`config.mk`:
```
export PLATFORM = sky130hd
export DESIGN_NAME = ris_sweep_sequencer
export DESIGN_NICKNAME = d
export VERILOG_FILES = /design/src/rtl/ris_pkg.sv /design/src/rtl/ris_codebook_ram.sv /design/src/rtl/ris_sweep_sequencer.sv
export SDC_FILE = /design/constraint.sdc
export NUM_CORES = 1
export LEC_CHECK = 0
export ABC_AREA = 1
export CAP_MARGIN = 20
export CORE_MARGIN = 2
export CORE_UTILIZATION = 60
export CTS_CLUSTER_DIAMETER = 40
export CTS_CLUSTER_SIZE = 12
export DETAILED_ROUTE_END_ITERATION = 7
export PLACE_DENSITY = 0.8
export SLEW_MARGIN = 40
export SYNTH_ARGS = -nofsm -noshare
export SYNTH_HDL_FRONTEND = slang
export SYNTH_SLANG_ARGS = --single-unit
```
`constraint.sdc`:
```
create_clock -name clk -period 4.6 [get_ports clk]
set_input_delay 1.38 -clock clk [delete_from_list [all_inputs] [get_ports clk]]
set_output_delay 1.38 -clock clk [all_outputs]
set_load 0.02 [all_outputs]
```
`src/rtl/ris_pkg.sv`:
```
// Shared definitions for the RIS codebook sweep sequencer: FSM state
// encoding, result-word layout and RIS element geometry.
package ris_pkg;

  typedef enum logic [2:0] {
    RIS_IDLE    = 3'd0,
    RIS_APPLY   = 3'd1,
    RIS_SETTLE  = 3'd2,
    RIS_MEASURE = 3'd3,
    RIS_NEXT    = 3'd4,
    RIS_BEST    = 3'd5,
    RIS_REPORT  = 3'd6
  } ris_state_e;

  // Result word sent when a sweep is requested on an empty codebook
  localparam logic [31:0] RIS_TX_EMPTY = 32'hFFFF_FFFF;

  // Result word layout: [31:24] best index, [23:16] zero, [15:0] best SNR
  localparam int unsigned RIS_TX_IDX_LSB = 24;
  localparam int unsigned RIS_TX_IDX_W   = 8;
  localparam int unsigned RIS_TX_SNR_LSB = 0;
  localparam int unsigned RIS_TX_SNR_W   = 16;

  // Configuration word geometry: 2 bits per element, element 1 in [1:0]
  localparam int unsigned RIS_ELEM_BITS = 2;
  localparam int unsigned RIS_ELEMS     = 16;

  function automatic logic [31:0] ris_pack_result(input logic [7:0]  idx,
                                                  input logic [15:0] snr);
    logic [31:0] r;
    r = '0;
    r[RIS_TX_IDX_LSB +: RIS_TX_IDX_W] = idx;
    r[RIS_TX_SNR_LSB +: RIS_TX_SNR_W] = snr;
    return r;
  endfunction

endpackage

```
`src/rtl/ris_codebook_ram.sv`:
```
// Codebook storage: DEPTH x 32-bit register file, one synchronous write
// port (load path) and one combinational read port (sweep FSM).
module ris_codebook_ram #(
  parameter int unsigned DEPTH = 16,
  parameter int unsigned AW    = $clog2(DEPTH)
) (
  input  logic          clk,
  input  logic          we,
  input  logic [AW-1:0] waddr,
  input  logic [31:0]   wdata,
  input  logic [AW-1:0] raddr,
  output logic [31:0]   rdata
);

  logic [31:0] mem [DEPTH];

  // Write port: contents are not reset, entry_count defines validity
  always_ff @(posedge clk) begin
    if (we) mem[waddr] <= wdata;
  end

  assign rdata = mem[raddr];

endmodule

```
`src/rtl/ris_sweep_sequencer.sv`:
```
// RIS codebook sweep controller: loads phase words, applies each in turn,
// waits a settle time, collects one SNR sample per entry, re-applies the
// best entry and emits a result word for the UART transmitter.
// Optional feature macro: RIS_SWEEP_TIMEOUT_EN (measurement timeout).
module ris_sweep_sequencer
  import ris_pkg::*;
#(
  parameter int unsigned DEPTH          = 16,
  parameter int unsigned SETTLE_W       = 16,
  parameter int unsigned SNR_W          = 16,
  parameter int unsigned TIMEOUT_CYCLES = 50000
) (
  input  logic                   clk,
  input  logic                   reset,
  input  logic                   load_valid,
  input  logic [31:0]            load_data,
  input  logic                   load_clear,
  input  logic                   sweep_start,
  input  logic [SETTLE_W-1:0]    settle_cycles,
  input  logic                   snr_valid,
  input  logic [SNR_W-1:0]       snr_data,
  output logic [31:0]            cfg_word,
  output logic                   cfg_apply,
  output logic                   meas_req,
  output logic                   tx_start,
  output logic [31:0]            tx_data,
  output logic                   busy,
  output logic [$clog2(DEPTH):0] entry_count
);

  localparam int unsigned AW = $clog2(DEPTH);
  localparam int unsigned CW = AW + 1;

  if (DEPTH < 2 || DEPTH > 256 || (DEPTH & (DEPTH - 1)) != 0) begin : g_bad_depth
    $error("DEPTH must be a power of two in 2..256");
  end
  if (SNR_W < 1 || SNR_W > 16) begin : g_bad_snr_w
    $error("SNR_W must be 1..16");
  end
  if (TIMEOUT_CYCLES < 1) begin : g_bad_timeout
    $error("TIMEOUT_CYCLES must be at least 1");
  end

  ris_state_e          state;
  logic [AW-1:0]       idx;
  logic [AW-1:0]       best_idx;
  logic [SNR_W-1:0]    best_snr;
  logic [SETTLE_W-1:0] settle_lat;
  logic [SETTLE_W-1:0] settle_cnt;
  logic                full;
  logic                we;
  logic                last;
  logic                to_hit;
  logic [AW-1:0]       raddr;
  logic [31:0]         rdata;

  assign full  = (entry_count == CW'(DEPTH));
  assign we    = (state == RIS_IDLE) && load_valid && !load_clear && !full;
  assign last  = (({1'b0, idx} + 1'b1) == entry_count);
  assign raddr = (state == RIS_BEST) ? best_idx : idx;
  assign busy  = (state != RIS_IDLE);

  ris_codebook_ram #(
    .DEPTH (DEPTH),
    .AW    (AW)
  ) u_codebook (
    .clk   (clk),
    .we    (we),
    .waddr (entry_count[AW-1:0]),
    .wdata (load_data),
    .raddr (raddr),
    .rdata (rdata)
  );

`ifdef RIS_SWEEP_TIMEOUT_EN
  localparam int unsigned TW = $clog2(TIMEOUT_CYCLES + 1);
  logic [TW-1:0] to_cnt;

  assign to_hit = (to_cnt == TW'(TIMEOUT_CYCLES - 1));

  // Measurement timeout: counts cycles spent in MEASURE, restarts elsewhere
  always_ff @(posedge clk or negedge reset) begin
    if (!reset)                    to_cnt <= '0;
    else if (state != RIS_MEASURE) to_cnt <= '0;
    else                           to_cnt <= to_cnt + 1'b1;
  end
`else
  assign to_hit = 1'b0;
`endif

  // Sweep FSM, load bookkeeping and registered outputs
  always_ff @(posedge clk or negedge reset) begin
    if (!reset) begin
      state       <= RIS_IDLE;
      idx         <= '0;
      best_idx    <= '0;
      best_snr    <= '0;
      settle_lat  <= '0;
      settle_cnt  <= '0;
      entry_count <= '0;
      cfg_word    <= '0;
      cfg_apply   <= 1'b0;
      meas_req    <= 1'b0;
      tx_start    <= 1'b0;
      tx_data     <= '0;
    end else begin
      cfg_apply <= 1'b0;
      tx_start  <= 1'b0;
      case (state)
        RIS_IDLE: begin
          if (load_clear)  entry_count <= '0;
          else if (we)     entry_count <= entry_count + 1'b1;
          if (sweep_start) begin
            if (entry_count != '0) begin
              state      <= RIS_APPLY;
              idx        <= '0;
              best_idx   <= '0;
              best_snr   <= '0;
              settle_lat <= settle_cycles;
            end else begin
              state <= RIS_REPORT;
            end
          end
        end
        RIS_APPLY: begin
          cfg_word   <= rdata;
          cfg_apply  <= 1'b1;
          settle_cnt <= '0;
          state      <= RIS_SETTLE;
        end
        RIS_SETTLE: begin
          if (settle_cnt == settle_lat) begin
            meas_req <= 1'b1;
            state    <= RIS_MEASURE;
          end else begin
            settle_cnt <= settle_cnt + 1'b1;
          end
        end
        RIS_MEASURE: begin
          if (snr_valid) begin
            if (snr_data > best_snr) begin
              best_snr <= snr_data;
              best_idx <= idx;
            end
            meas_req <= 1'b0;
            state    <= RIS_NEXT;
          end else if (to_hit) begin
            meas_req <= 1'b0;
            state    <= RIS_NEXT;
          end
        end
        RIS_NEXT: begin
          if (last) begin
            state <= RIS_BEST;
          end else begin
            idx   <= idx + 1'b1;
            state <= RIS_APPLY;
          end
        end
        RIS_BEST: begin
          cfg_word  <= rdata;
          cfg_apply <= 1'b1;
          state     <= RIS_REPORT;
        end
        RIS_REPORT: begin
          tx_start <= 1'b1;
          tx_data  <= (entry_count == '0) ? RIS_TX_EMPTY
                    : ris_pack_result(8'(best_idx), 16'(best_snr));
          state    <= RIS_IDLE;
        end
        default: state <= RIS_IDLE;
      endcase
    end
  end

endmodule

```
# Word-level counts from Yosys, hierarchy flattened
# Memory sizes are Yosys's and may differ from the RTL's. A register that Yosys moved wholly into a read port is not among the register bits.
# Cells that the tools add are included.
# classes
shift	0
div_mod_pow	0
n_addsub	4
eq_ne	16
bitwise	0
reduce_logical	23
magnitude_cmp	1
mux	31
mul	0
# op_table
cell	n
16-bit two-way mux	5
16-bit one-hot mux with 2 select lines	2
32-bit two-way mux	1
4-bit two-way mux	6
3-bit one-hot mux with 6 select lines	1
16-bit by 1-bit adder with 16-bit output, second input constant	1
16-bit equality test	1
16-bit > comparator	1
4-bit one-hot mux with 2 select lines	2
3-bit two-way mux	5
2-bit != test, second input constant	6
5-bit two-way mux	2
2-bit nonzero test	5
3-bit equality test, second input constant	3
3-bit AND reduction	3
3-bit by 2-bit equality test with 1-bit output, second input constant	2
1-bit two-way mux	6
4-bit by 1-bit adder with 5-bit output, second input constant	1
5-bit by 1-bit adder with 5-bit output, second input constant	1
5-bit equality test	1
5-bit equality test, second input constant	1
5-bit logical NOT	1
5-bit AND reduction	1
5-bit nonzero test	1
11 further kinds	16
# totals
out_inout_bits	73
latch_bits	0
mem_bits_rw	512
reg_bits	99
mem_count	1
rom_bits	0
# mem_list
name	words	width	read_ports	rd_ports_with_merged_regs	write_ports	line	text
u_codebook.mem	16	32	1	1	1	ris_codebook_ram.sv:15	logic [31:0] mem [DEPTH];

# Depth between registers and ports, before layout
# depth
depth_word	6
ltp_mapped	17

# Cells and area by module
# From an unflattened synthesis, not the netlist that was laid out.
# hier_totals
cells_unflattened	2815
hier_area_um2	28137.0
# by_module_without_submodules
mod	instances	cells_each	area_each_um2
ris_codebook_ram	1	2088	22089.9
ris_sweep_sequencer	1	727	6047.0

# Worst setup path before layout
# Ideal clock, no wire load.
# synth_path
path_kind	input -> register
start	input port load_clear
end	memory u_codebook.mem[0][0], enable pin
setup_ps	461
t_required_ps	4139
setup_slack_ps	129
stages	3
arrival_ps	4009
cell_sequence	inv_1 -> nand4_1 -> nor3_1
# synth_between
elab_chain_len	5
# synth_lines
element	line	text
start: declaration	ris_sweep_sequencer.sv:17	input logic load_clear,
1-bit logical NOT	ris_sweep_sequencer.sv:58	assign we = (state == RIS_IDLE) && load_valid && !load_clear && !full;
1-bit logical AND (2 in series)	ris_sweep_sequencer.sv:58	
1-bit two-way mux	ris_codebook_ram.sv:19	if (we) mem[waddr] <= wdata;
1-bit two-way mux (not written as such)	ris_codebook_ram.sv:19	
end: declaration	ris_codebook_ram.sv:15	
# Every way passes these cells.

# Final worst setup path
# layout_path
start	register state[0]
end	output port busy
# layout_between
elab_chain_len	1
# layout_lines
element	line	text
start: declaration	ris_sweep_sequencer.sv:44	ris_state_e state;
start signal: assignment	ris_sweep_sequencer.sv:94	state <= RIS_IDLE;
start signal: assignment	ris_sweep_sequencer.sv:115	state <= RIS_APPLY;
start signal: assignment	ris_sweep_sequencer.sv:121	state <= RIS_REPORT;
3-bit nonzero test	ris_sweep_sequencer.sv:61	assign busy = (state != RIS_IDLE);
end: declaration	ris_sweep_sequencer.sv:27	output logic busy,
# Every way passes these cells.

==> results.py <==
metrics = {
    "worst_hold_path": {
        "worstHoldStart": "cfg_word[1]$_DFFE_PN0P_",
        "hold-path-cell-count": 2,
        "hp-class": "flop to flop",
        "holdPathEnd": "cfg_word[1]$_DFFE_PN0P_",
    },
    "clocking": {
        "cts_sinks": 632,
        "ctsResizeCount": 0,
        "holdBufCountCts": 0,
        "root_buffer": "clkbuf_16",
        "cts_tree": "yes",
        "clock_path_buffers": 3,
        "post_cts_buffers": 0,
        "clk_latency_ns": 0.64,
        "cts_buffers": 85,
        "cts_max_level": 3,
        "clk_pin_slew_ns": 0.06,
    },
    "synthesis": {
        "synth_area_leaders": "edfxtp_1 54%, dfrtp_1 11%, nand3_1 9.8%",
        "synthArstFlopShare_pct": 19.0,
        "yosysMostFrequentCell": "nand2_1",
        "synth_nets": 2812,
        "synth_commonest_cells": "570 x nand2_1, 553 x nand3_1, 512 x edfxtp_1",
        "synth_top_flop_cell": "edfxtp_1",
        "synth_top_area_cell": "edfxtp_1",
        "synth_edf_count": 512,
        "syn_inst": 2720,
        "syn-mean-instance-area_um2": 10.4,
        "yosys.area.top_type_share_pct": 54.2,
        "yosysSeqAreaShare_pct": 64.7,
        "synth_seq_cells": 632,
        "yosys.cell_types.count": 32,
        "ys_warn_count": 0,
        "syn_area_um2": 28400,
    },
    "die": {
        "die_y_um": 222,
        "fp-row-count": 79,
        "coreArea_um2": 46700,
        "start_util_pct": 60.8,
        "die_x_um": 222,
        "ios": 143,
        "dieArea_um2": 49100,
    },
    "drt": {
        "firstDrtPassIters": 8,
        "ant_nets": 0,
        "vias": 20700,
        "drtIter0Drc": 2844,
        "wire_per_inst_um": 20.8,
        "wl_um": 73100,
        "vias_per_cell": 5.89,
        "drc": 7,
    },
    "setup_path": {
        "crit_required_ns": 3.22,
        "critPathArrivalTime_ns": 2.36,
        "critPathLaunchType": "flop",
        "cpPeakStageDelay_ns": 0.61,
        "path_max_fanout": 6,
        "r2r_end": "cfg_word[31]$_DFFE_PN0P_",
        "reg2reg_slack_ns": 1.46,
        "critPathCaptureType": "output port",
        "critPathKind": "flop to output port",
        "rr_worst_depth": 11,
        "reg2reg_from": "state[1]$_DFFE_PN0P_",
        "path_cells": "inv_1 > nand2_1 > nor2_1 > inv_1 > clkdlybuf4s50_1",
        "slowest_stage": "clkdlybuf4s50_1",
        "crit_top_cell": "inv_1",
        "critPathLaunch": "state[0]$_DFFE_PN0P_",
    },
    "power": {
        "p_seq_share_pct": 35.7,
        "p_leak_nw": 13.8,
        "p_total_w": 0.0195,
        "peakVddDrop_mv": 0.446,
        "p_comb_share_pct": 29.8,
        "switchingPower_w": 0.00674,
        "internal_power_w": 0.0127,
        "p_per_area_nw_per_um2": 582,
        "p_sw_share_pct": 34.6,
        "clkPwrFrac_pct": 34.5,
    },
    "timing": {
        "relSlewSlack_pct": 41.5,
        "final.min_clock_period_ns": 3.74,
        "final_max_slew_viol_count": 0,
        "setup_violations": 0,
        "fmaxAchievable_mhz": 267,
        "tns_ns": 0,
        "rsz0062_at_grt": "false",
        "period_share_pct": 81.3,
        "finalHoldViolations": 0,
        "worstMarginPinSlew_ns": 0.875,
        "clock_skew_ns": 0.0316,
    },
    "placement": {
        "dp.cells": 3352,
        "hpwl_um": 41000,
        "portBuffers": 142,
        "place.gp.congestion": 0.891,
    },
    "cells_and_area": {
        "fin_cells": 3515,
        "syn_to_final_growth_pct": 18.0,
        "nFillCells": 3046,
        "drive_gt1_share_pct": 8.12,
        "utilization_pct": 71.8,
        "nets": 2926,
    },
    "global_routing": {
        "use_met3_pct": 5.39,
        "grt_use_total_pct": 29.8,
        "grt_util_met2_pct": 49.3,
        "grt_pass1_wl_um": 114000,
        "antenna_found_initial": 3,
        "grt-ovfl-total": 0,
        "gr-max-usage-layer": "met2",
        "grt_pass1_vias": 20800,
        "grt_util_met1_pct": 38.5,
        "grt_max_degree": 129,
    },
    "status": {
        "violations": "DRC",
        "outcome": "finished with violations",
    },
    "flow_run": {
        "maxCapViolCount": 0,
    },
}
through the flow:
| step | hold WS (ns) | cell area (µm²) | worst slack, ns |
|---|---|---|---|
| global route | 0.490 | 33500 | 0.754 |
| global placement | 0.459 | 30400 | 0.748 |
| finish | 0.479 | 33500 | 0.858 |
| detailed placement | 0.464 | 30500 | 0.661 |
| floorplan | 0.442 | 28400 | 0.129 |
| CTS | 0.477 | 33400 | 0.828 |
how the worst max path moves through the flow:
| stage | end | slack, ns | depth (start not counted) |
|---|---|---|---|
| 3_3_place_gp | u_codebook.mem[13][1]$_DFFE_PP_ | 0.75 | 8 |
| 6_report | busy | 0.86 | 5 |
| 2_1_floorplan | u_codebook.mem[0][0]$_DFFE_PP_ | 0.13 | 3 |
| 4_1_cts | busy | 0.83 | 5 |
| 5_1_grt | busy | 0.75 | 5 |
| 3_5_place_dp | u_codebook.mem[13][2]$_DFFE_PP_ | 0.66 | 8 |
registers in the layout, summed over array words and instances, names as in the netlist:
register / count
best_snr: 16
settle_cnt: 16
settle_lat: 16
state: 3
cfg_word: 32
entry_count: 5
idx: 4
meas_req: 1
u_codebook.mem: 512
cfg_apply: 1
tx_start: 1
best_idx: 4
tx_data: 21
routing by layer:
layer	routed length [µm]	part of all wire [%]	vias up
li1	-	-	9356
met1	27300	37	9925
met2	36100	49	1217
met3	7070	9.7	201
met4	2580	3.5	0
met5	0	0	-
power groups by stage:
stage,Combinational (W),Clock [W],Sequential [W]
2_1_floorplan,0.00343,0,0.00726
3_3_place_gp,0.00551,0,0.00704
3_5_place_dp,0.00567,0,0.00705
4_1_cts,0.00574,0.00676,0.00695
5_1_grt,0.00626,0.00702,0.00701
6_report,0.00580,0.00671,0.00696
kinds of logic (layout without fill, tap and decap cells):
group	after synthesis	in the layout	synth area share, %
flops	632	632	64.7
fa+ha+maj	22	22	0.970
compound gates	54	54	1.27
xor+xnor	31	31	0.957
buf+inv	576	761	8.10
mux	14	14	0.555
other cells	0	3	0
simple gates	1391	1391	23.4
critical path: cells and delay by family (launching register included):
family,cells,cell delay (ns)
AND/OR/NAND/NOR,2,0.35
flip-flops,1,0.43
buffers and inverters,3,0.96
cell usage in the layout (no fill, tap or decap), types with 35 or more instances in the layout:
master,Yosys,routed
buf_4,13,35
nand3b_1,177,177
clkdlybuf4s50_1,0,141
nor2_1,60,47
nand2_1,570,569
clkbuf_16,0,86
nand3_1,553,553
inv_1,411,411
edfxtp_1,512,512
dfrtp_1,120,120
final cells by class:
class                      count  area (µm²)  area share (%)
sequential                   632       18400            54.9
timing repair buffer         190        1970            5.87
inverter                     413        1550            4.63
multi-input combinational   1512        7890            23.6
antenna                        3        7.51          0.0224
clock buffer                  98        2240            6.68
clock inverter                60         692            2.07
tap                          607         759            2.27
(Power assumes the default switching activity.)
